<file path="config.mk">
export PLATFORM = sky130hd
export DESIGN_NAME = intellitec_shed_scheduler_flat
export DESIGN_NICKNAME = d
export VERILOG_FILES = /design/src/rtl/intellitec_pkg.sv /design/src/rtl/intellitec_shed_scheduler_if.sv /design/src/rtl/intellitec_zone_fsm.sv /design/src/rtl/intellitec_shed_scheduler.sv /design/src/flat_wrapper.sv
export SDC_FILE = /design/constraint.sdc
export NUM_CORES = 1
export LEC_CHECK = 0
export ABC_AREA = 0
export CORE_MARGIN = 2
export CORE_UTILIZATION = 45
export DETAILED_ROUTE_END_ITERATION = 16
export DONT_BUFFER_PORTS = 1
export PLACE_DENSITY_LB_ADDON = 0.3
export SKIP_CTS_REPAIR_TIMING = 1
export SLEW_MARGIN = 20
export SYNTH_ARGS = -nofsm -noshare
export SYNTH_HDL_FRONTEND = slang
export SYNTH_SLANG_ARGS = --single-unit
export TNS_END_PERCENT = 20
</file>
<file path="constraint.sdc">
create_clock -name clock -period 3.9 [get_ports clock]
set_clock_uncertainty 0.2 [all_clocks]
set_input_delay 0.78 -clock clock [delete_from_list [all_inputs] [get_ports clock]]
set_output_delay 0.78 -clock clock [all_outputs]
set_load 0.05 [all_outputs]
</file>
<file path="src/rtl/intellitec_pkg.sv">
// Shared types and constants for the Intellitec two-zone shed scheduler.
package intellitec_pkg;

    localparam int unsigned NUM_ZONES  = 2;
    localparam int unsigned ZONE_FRONT = 0;
    localparam int unsigned ZONE_REAR  = 1;

    typedef enum logic [1:0] {
        IDLE   = 2'd0,
        MINRUN = 2'd1,
        RUN    = 2'd2,
        LOCK   = 2'd3
    } zone_state_t;

    function automatic logic is_active(input zone_state_t s);
        return (s == MINRUN) || (s == RUN);
    endfunction

endpackage

</file>
<file path="src/rtl/intellitec_shed_scheduler_if.sv">
// Frame-level request/status bundle between the scheduler and its environment.
interface intellitec_shed_scheduler_if;
    import intellitec_pkg::*;

    logic                 frame_tick;
    logic [NUM_ZONES-1:0] demand;
    logic                 budget;
    logic [NUM_ZONES-1:0] force_shed;
    logic [NUM_ZONES-1:0] shed;
    logic [NUM_ZONES-1:0] running;
    logic [NUM_ZONES-1:0] lockout;

    modport master (
        output frame_tick, demand, budget, force_shed,
        input  shed, running, lockout
    );

    modport slave (
        input  frame_tick, demand, budget, force_shed,
        output shed, running, lockout
    );

endinterface

</file>
<file path="src/rtl/intellitec_zone_fsm.sv">
// One zone's run/lockout FSM with its down-timer; advances only on tick.
// INTELLITEC_SHED_PWRUP_LOCK_EN selects a LOCK reset state instead of IDLE.
module intellitec_zone_fsm
    import intellitec_pkg::*;
#(
    parameter int unsigned MIN_ON  = 3,
    parameter int unsigned MIN_OFF = 4,
    parameter int unsigned CNT_W   = 8
) (
    input  logic        clock,
    input  logic        reset,
    input  logic        tick,
    input  logic        demand,
    input  logic        grant,
    input  logic        preempt,
    input  logic        force_shed,
    output zone_state_t state,
    output zone_state_t state_next
);

    localparam logic [CNT_W-1:0] OnLoad  = CNT_W'(MIN_ON - 1);
    localparam logic [CNT_W-1:0] OffLoad = CNT_W'(MIN_OFF - 1);

`ifdef INTELLITEC_SHED_PWRUP_LOCK_EN
    localparam zone_state_t      RstState = LOCK;
    localparam logic [CNT_W-1:0] RstTimer = OffLoad;
`else
    localparam zone_state_t      RstState = IDLE;
    localparam logic [CNT_W-1:0] RstTimer = '0;
`endif

    zone_state_t      state_q, state_d;
    logic [CNT_W-1:0] timer_q, timer_d;

    always_comb begin
        state_d = state_q;
        timer_d = timer_q;
        if (tick) begin
            unique case (state_q)
                IDLE: begin
                    if (demand && grant && !force_shed) begin
                        state_d = MINRUN;
                        timer_d = OnLoad;
                    end
                end
                MINRUN: begin
                    // Override beats the minimum run time.
                    if (force_shed) begin
                        state_d = LOCK;
                        timer_d = OffLoad;
                    end else if (timer_q == '0) begin
                        state_d = RUN;
                    end else begin
                        timer_d = timer_q - CNT_W'(1);
                    end
                end
                RUN: begin
                    if (force_shed || preempt || !demand) begin
                        state_d = LOCK;
                        timer_d = OffLoad;
                    end
                end
                LOCK: begin
                    if (timer_q == '0) begin
                        state_d = IDLE;
                    end else begin
                        timer_d = timer_q - CNT_W'(1);
                    end
                end
                default: begin
                    state_d = state_q;
                end
            endcase
        end
    end

    always_ff @(posedge clock or posedge reset) begin
        if (reset) begin
            state_q <= RstState;
            timer_q <= RstTimer;
        end else begin
            state_q <= state_d;
            timer_q <= timer_d;
        end
    end

    assign state      = state_q;
    assign state_next = state_d;

endmodule

</file>
<file path="src/rtl/intellitec_shed_scheduler.sv">
// Two-zone compressor/load scheduler: grant/preempt arbiter, round-robin pointer
// and registered shed/running/lockout outputs. Option: INTELLITEC_SHED_PWRUP_LOCK_EN.
module intellitec_shed_scheduler
    import intellitec_pkg::*;
#(
    parameter int unsigned MIN_ON  = 3,
    parameter int unsigned MIN_OFF = 4,
    parameter int unsigned CNT_W   = 8
) (
    input  logic                        clock,
    input  logic                        reset,
    intellitec_shed_scheduler_if.slave  bus
);

`ifdef INTELLITEC_SHED_PWRUP_LOCK_EN
    localparam logic [NUM_ZONES-1:0] RstLock = '1;
`else
    localparam logic [NUM_ZONES-1:0] RstLock = '0;
`endif

    zone_state_t          state      [NUM_ZONES];
    zone_state_t          state_next [NUM_ZONES];
    logic [NUM_ZONES-1:0] active, in_run, eligible, run_next, lock_next;
    logic [NUM_ZONES-1:0] grant, preempt;
    logic [NUM_ZONES-1:0] shed_q, running_q, lockout_q;
    logic                 rr_q, rr_d;

    for (genvar z = 0; z < NUM_ZONES; z++) begin : g_zone
        intellitec_zone_fsm #(
            .MIN_ON (MIN_ON),
            .MIN_OFF(MIN_OFF),
            .CNT_W  (CNT_W)
        ) u_fsm (
            .clock     (clock),
            .reset     (reset),
            .tick      (bus.frame_tick),
            .demand    (bus.demand[z]),
            .grant     (grant[z]),
            .preempt   (preempt[z]),
            .force_shed(bus.force_shed[z]),
            .state     (state[z]),
            .state_next(state_next[z])
        );
    end

    always_comb begin
        for (int z = 0; z < NUM_ZONES; z++) begin
            active[z]    = is_active(state[z]);
            in_run[z]    = (state[z] == RUN);
            eligible[z]  = (state[z] == IDLE) && bus.demand[z] && !bus.force_shed[z];
            run_next[z]  = is_active(state_next[z]);
            lock_next[z] = (state_next[z] == LOCK);
        end
    end

    // Single-zone budget: only start a zone when nothing else is on.
    always_comb begin
        grant = '0;
        rr_d  = rr_q;
        if (bus.budget) begin
            grant = eligible;
        end else if (active == '0) begin
            if (&eligible) begin
                grant = rr_q ? 2'b10 : 2'b01;
            end else begin
                grant = eligible;
            end
        end
        if (bus.frame_tick && !bus.budget && (grant != '0)) begin
            rr_d = grant[ZONE_FRONT];
        end
    end

    // Budget dropped with both zones on: shed a zone that has finished its minimum run.
    always_comb begin
        preempt = '0;
        if (!bus.budget && (&active)) begin
            if (&in_run) begin
                preempt[ZONE_REAR] = 1'b1;
            end else begin
                preempt = in_run;
            end
        end
    end

    always_ff @(posedge clock or posedge reset) begin
        if (reset) begin
            rr_q      <= 1'b0;
            shed_q    <= '1;
            running_q <= '0;
            lockout_q <= RstLock;
        end else begin
            rr_q      <= rr_d;
            shed_q    <= ~run_next | bus.force_shed;
            running_q <= run_next;
            lockout_q <= lock_next;
        end
    end

    assign bus.shed    = shed_q;
    assign bus.running = running_q;
    assign bus.lockout = lockout_q;

endmodule

</file>
<file path="src/flat_wrapper.sv">
// flat-port wrapper written by rule: the top's interface ports become plain ports
module intellitec_shed_scheduler_flat import intellitec_pkg::*;
#(
    parameter int unsigned MIN_ON  = 3,
    parameter int unsigned MIN_OFF = 4,
    parameter int unsigned CNT_W   = 8
)
  (clock, reset, bus_frame_tick, bus_demand, bus_budget, bus_force_shed, bus_shed, bus_running, bus_lockout);
  intellitec_shed_scheduler_if bus_i ();
  input  logic clock;
  input  logic reset;
  input wire logic [$bits(bus_i.frame_tick)-1:0] bus_frame_tick;
  input wire logic [$bits(bus_i.demand)-1:0] bus_demand;
  input wire logic [$bits(bus_i.budget)-1:0] bus_budget;
  input wire logic [$bits(bus_i.force_shed)-1:0] bus_force_shed;
  output wire logic [$bits(bus_i.shed)-1:0] bus_shed;
  output wire logic [$bits(bus_i.running)-1:0] bus_running;
  output wire logic [$bits(bus_i.lockout)-1:0] bus_lockout;
  assign bus_i.frame_tick = bus_frame_tick;
  assign bus_i.demand = bus_demand;
  assign bus_i.budget = bus_budget;
  assign bus_i.force_shed = bus_force_shed;
  assign bus_shed = bus_i.shed;
  assign bus_running = bus_i.running;
  assign bus_lockout = bus_i.lockout;
  intellitec_shed_scheduler #(.MIN_ON(MIN_ON), .MIN_OFF(MIN_OFF), .CNT_W(CNT_W)) u_core (.clock(clock), .reset(reset), .bus(bus_i));
endmodule
</file>
### Word level (Yosys, flattened, before mapping)

Index checks and enable logic that the tools add are counted.

| storage, ports and cells | value |
|---|---|
| register bits after elaboration | 27 |
| latch bits | 0 |
| memory bits (writable) | 0 |
| bits in read-only memories | 0 |
| output and inout port bits | 6 |
| logic and storage cells | 94 |
| memories | 0 |

| cells by class | value |
|---|---|
| add/sub/neg operators | 2 |
| $mul | 0 |
| divide/modulo/power cells | 0 |
| magnitude comparators | 0 |
| equality and inequality tests | 16 |
| shifts and indexed selects | 0 |
| muxes and demuxes | 31 |
| bitwise operators | 2 |
| reductions and logical operators | 35 |

Operators by type and width:

| cell | number |
|---|---|
| $mux W8 | 8 |
| $pmux W8 S4 | 2 |
| $mux W2 | 17 |
| $eq A2 B2 Y1 const B | 8 |
| $logic_not A8 Y1 | 2 |
| $pmux W2 S4 | 2 |
| $sub A8 B1 Y8 const B | 2 |
| $logic_and A1 B1 Y1 | 11 |
| $eq A2 B1 Y1 const B | 4 |
| $logic_or A1 B1 Y1 | 8 |
| $ne A2 B2 Y1 const B | 4 |
| $logic_not A2 Y1 | 3 |
| $reduce_and A2 Y1 | 3 |
| $reduce_and A3 Y1 | 2 |
| $logic_not A1 Y1 | 5 |
| $mux W1 | 2 |
| $not A2 Y2 | 1 |
| $or A2 B2 Y2 | 1 |
| $reduce_bool A2 Y1 | 1 |

### Logic depth before layout (Yosys ltp)

| depth | value |
|---|---|
| depth after elaboration | 16 |
| gate-level depth with buffers | 9 |

### Modules after synthesis

A second synthesis with hierarchy kept.

| unflattened totals | value |
|---|---|
| cells, all modules | 176 |
| area, all modules | 1672.9 um2 |

By module, submodules not included:

| module | instances | cells an instance | area each (um2) | seq. area each (um2) |
|---|---|---|---|---|
| intellitec_zone_fsm | 2 | 70 | 635.6 | 250.2 |
| intellitec_shed_scheduler | 1 | 36 | 401.6 | 177.7 |

### Worst setup path after synthesis

OpenSTA, ideal clock, no wires.

| path | value |
|---|---|
| path kind | reg2reg |
| from | register u_core.g_zone[1].u_fsm.state_q[0] |
| to | register u_core.running_q[1] (netlist: u_core.bus.running[1]) |
| setup time | 0.131 ns |
| arrival time | 1.900 ns |
| required time | 3.569 ns |
| path slack | 1.669 ns |
| stages on the path, launching flop included | 9 |
| path buffers | 0 |
| period minus slack after synthesis | 2.231 ns |
| path through | dfrtp_1 -> inv_1 -> ha_1 -> nor2_1 -> o221ai_1 -> a21oi_1 -> o21ai_0 -> a21o_1 -> ha_1 |

| between the ends | value |
|---|---|
| longest elaborated chain between the ends | 14 |
| elaborated cells on any way between the ends | 31 |
| classes of those cells | 5 x eq/ne; 12 x mux; 14 x reduce/logical |

RTL lines:

| item | line | RTL |
|---|---|---|
| start, declared | intellitec_zone_fsm.sv:32 | `zone_state_t state_q, state_d;` |
| start signal, assigned | intellitec_zone_fsm.sv:79 | `state_q <= RstState;` |
| start signal, assigned | intellitec_zone_fsm.sv:82 | `state_q <= state_d;` |
| $logic_not A2 Y1 | intellitec_zone_fsm.sv:39, intellitec_shed_scheduler.sv:50 |  |
| $logic_and A1 B1 Y1 (2 in a row) | intellitec_shed_scheduler.sv:50 | `eligible[z] = (state[z] == IDLE) && bus.demand[z] && !bus.force_shed[z];` |
| $reduce_and A2 Y1 | intellitec_shed_scheduler.sv:63 | `if (&eligible) begin` |
| $mux W2 | intellitec_shed_scheduler.sv:63 |  |
| $mux W2 | intellitec_shed_scheduler.sv:62 | `end else if (active == '0) begin` |
| $mux W2 | intellitec_shed_scheduler.sv:60 | `if (bus.budget) begin` |
| $logic_and A1 B1 Y1 (2 in a row) | intellitec_zone_fsm.sv:41 | `if (demand && grant && !force_shed) begin` |
| $mux W2 | intellitec_zone_fsm.sv:41 |  |
| $pmux W2 S4 (*) | intellitec_zone_fsm.sv:39 | `unique case (state_q)` |
| $mux W2 (*) | intellitec_zone_fsm.sv:38 | `if (tick) begin` |
| named net u_core.g_zone[1].u_fsm.state_next[1] | intellitec_zone_fsm.sv:18 | `output zone_state_t state_next` |
| $eq A2 B1 Y1 or $eq A2 B2 Y1 (tied branches) | intellitec_pkg.sv:16 | `return (s == MINRUN) \|\| (s == RUN);` |
| $logic_or A1 B1 Y1 (*) | intellitec_pkg.sv:16 |  |
| named net u_core.run_next[1] | intellitec_shed_scheduler.sv:23 | `logic [NUM_ZONES-1:0] active, in_run, eligible, run_next, lock_next;` |
| end signal, assigned | intellitec_shed_scheduler.sv:95 | `running_q <= run_next;` |
| end, declared | intellitec_shed_scheduler.sv:25 | `logic [NUM_ZONES-1:0] shed_q, running_q, lockout_q;` |

The timed path passes the listed nets; every way through them passes the cells marked *.
A chain may end at the register's enable or synchronous reset.

### Worst setup path after layout

| path | value |
|---|---|
| from | register u_core.g_zone[1].u_fsm.state_q[0] |
| to | register u_core.g_zone[1].u_fsm.timer_q[5] |

| between the ends | value |
|---|---|
| longest elaborated chain between the ends | 11 |
| elaborated cells on any way between the ends | 25 |
| classes of those cells | 5 x eq/ne; 6 x mux; 14 x reduce/logical |

RTL lines:

| item | line | RTL |
|---|---|---|
| $logic_not A2 Y1 | intellitec_zone_fsm.sv:39, intellitec_shed_scheduler.sv:50 |  |
| $logic_and A1 B1 Y1 (2 in a row) | intellitec_shed_scheduler.sv:50 |  |
| $reduce_and A2 Y1 | intellitec_shed_scheduler.sv:63 |  |
| $mux W2 | intellitec_shed_scheduler.sv:63 |  |
| $mux W2 | intellitec_shed_scheduler.sv:62 |  |
| $mux W2 | intellitec_shed_scheduler.sv:60 |  |
| $logic_and A1 B1 Y1 (2 in a row) | intellitec_zone_fsm.sv:41 |  |
| $ne A2 B2 Y1 (no source line) | n/a |  |
| $reduce_and A3 Y1 (no source line) | n/a |  |
| end signal, assigned | intellitec_zone_fsm.sv:80 | `timer_q <= RstTimer;` |
| end signal, assigned | intellitec_zone_fsm.sv:83 | `timer_q <= timer_d;` |
| end, declared | intellitec_zone_fsm.sv:33 | `logic [CNT_W-1:0] timer_q, timer_d;` |

Several ways; a longest one is shown, not always the timed one.

==> results.md <==
- Die area: 4560 µm²
- DRT antenna net count: 0
- IO Port Bufs: 0
- Proportion of layout cells with a drive suffix above 1: 0.0660
- Fillers: 362
- Via density: 5.77
- Startpoint Class: flop
- Antenna violations before repair: 0
- Syn Area/Cell: 9.22 µm²
- Crit. End Element: flop
- Wire per inst: 14.2 µm
- RePlAce Congestion: 0.807
- Fin. max-slew vios: 0
- Min-delay worst type: input pin to async pin
- Final min period: 2.83 ns
- Layout area overhead: 4.96%
- Hpwl dp: 2.64 mm
- Clk pin slew, worst setup/hold paths: 0.10 ns
- Seq/Total Area, Yosys: 0.374
- Die Width: 67.5 µm
- Num CTS Buffers: 3
- Max-Cap Viols: 0
- Number of synthesized flops with an enable pin: 0
- Ant diodes: 0
- Hold Violations, Final: 0
- Clock Sinks: 27
- Root buf cell: clkbuf_8
- Endpoints failing setup: 0
- Detailed Routing Iterations Pass 1: 4
- Most common cell after layout, fill and taps aside: dfrtp_1
- Status: complete, no violations
- Synth unique cells: 49
- GRT overflow: 0
- Type of the worst setup path: flop to flop
- DR vias: 1,426
- Cell taking the most area after synthesis: dfrtp_1
- Actual slew at the worst max-slew pin: 0.687 ns
- Max H-tree Level: 1
- Synth Register Bits: 27
- Most frequent cells in the layout: dfrtp_1, inv_1, ha_1
- Syn nets: 223
- Largest net degree at the start of global routing: 28
- # IOs: 14
- Total GRT Usage: 0.164
- Synth area leaders: dfrtp_1, ha_1, inv_1
- Syn Inst Count: 197
- Maximum buffer depth of the clock tree: 2
- Max Fanout on Critical Path: 11
- First-pass GRT wire length: 5.87 mm
- RSZ-0062 raised after global routing: no
- Die Y: 67.5 µm
- Initial core utilization: 0.460
- DR iter-0 viols: 58
- Vias in the first global route: 1,315
- Yosys top cell area share: 0.345
- Std-Cell Rows: 23
- Setup TNS: 0 ns
- Crit path DAT: 2.85 ns
- Core Area: 3940 µm²
- Fmax: 0.353 GHz
- CTS tree: yes
- Synth Warn #: 0
- Async set-reset flop share out of synthesis: 1.00
- DRC errors left: 0
- Post-Route WL: 3.51 mm
- Tcrit/Tclk final: 0.726
- Nets@finish: 224
- Synth Cell Area: 1820 µm²
- Relative slew slack: 0.542
- Worst EP required: 3.91 ns
- Worst skew pair latency: 0.27 ns
- Post-synth top flop: dfrtp_1
## synthesized netlist by cell type (2+ instances only)
library cell,count
ha_1,18
inv_1,23
nand2_1,11
nor2_1,13
o22ai_1,4
o311a_1,4
o21ai_0,9
nand4b_1,3
dfrtp_1,25
o21ai_1,9
nand3_1,5
a21boi_0,2
o31ai_1,2
nand4_1,2
a21oi_1,14
a22o_1,5
nor2b_1,3
nand2b_1,3
nor3_1,8
dfstp_2,2
a32o_1,4
## through the flow
stage                     cells  hold slack (ns)  instance area [µm²]  utilization  setup slack [ns]
after floorplan             197            0.281                 1820            -              1.67
after global routing        247            0.282                 1910        0.483             0.822
after global placement      243            0.307                 1860        0.471              1.20
after detailed placement    243            0.319                 1860        0.471              1.10
after CTS                   247            0.341                 1910        0.483              1.10
final                       247            0.230                 1910        0.483              1.07
## state kept, by name (all words and copies together), names as in the netlist
register / count
u_core.bus.running: 2
u_core.bus.lockout: 2
u_core.g_zone.u_fsm.timer_q: 16
u_core.bus.shed: 2
u_core.rr_q: 1
u_core.g_zone.u_fsm.state: 4
## cell type report
type / instances / area (µm²) / share of cell area
Clock buffer: 3 / 41.3 / 0.0217
Clock inverter: 1 / 7.51 / 0.00394
Inverter: 24 / 90.1 / 0.0473
Multi-Input combinational cell: 142 / 1030 / 0.538
Sequential cell: 27 / 678 / 0.356
Tap cell: 50 / 62.6 / 0.0328
## critical path, stage by stage (launching register included)
cell	delay (ns)
dfrtp_1	0.42
inv_1	0.12
ha_1	0.32
nor2_1	0.26
o221ai_1	0.20
a221oi_2	0.64
nor3b_4	0.41
a32o_1	0.21
## final timing paths
| path | startpoint | to | slack [ns] | cells past startpoint |
|---|---|---|---|---|
| setup / recovery | u_core.g_zone[1].u_fsm.state[0] | u_core.g_zone[1].u_fsm.timer_q[5] | 1.07 | 7 |
| max in group asynchronous | reset | u_core.bus.shed[1] | 2.89 | 1 |
| setup reg to reg | u_core.g_zone[1].u_fsm.state[0] | u_core.g_zone[1].u_fsm.timer_q[5] | 1.07 | 7 |
| hold reg to reg | u_core.g_zone[1].u_fsm.timer_q[6] | u_core.g_zone[1].u_fsm.timer_q[6] | 0.33 | 1 |
| hold / removal | reset | u_core.bus.lockout[0] | 0.23 | 1 |
| min in group clock | u_core.g_zone[1].u_fsm.timer_q[6] | u_core.g_zone[1].u_fsm.timer_q[6] | 0.33 | 1 |
## cell families (layout without fill, tap and decap cells)
kind of cell / Yosys count / in the layout / share of synthesized area
buffers and inverters: 28 / 28 / 0.0613
AO/OA/AOI/OAI: 64 / 64 / 0.241
AND/OR/NAND/NOR: 60 / 60 / 0.200
flip-flops: 27 / 27 / 0.374
adder cells (fa/ha/maj): 18 / 18 / 0.124
## metal layers
metal  GRT usage  vias to the layer above  wire length [µm]
met4      0.0306                        0                22
met3      0.0200                        4               118
met2       0.261                       23              1570
met1       0.240                      681              1800
met5           0                        -                 0
li1            -                      718                 -
Power is left out: the tool's default activity adds up to more than one toggle a clock period on the data nets, which glitch-free logic cannot reach.
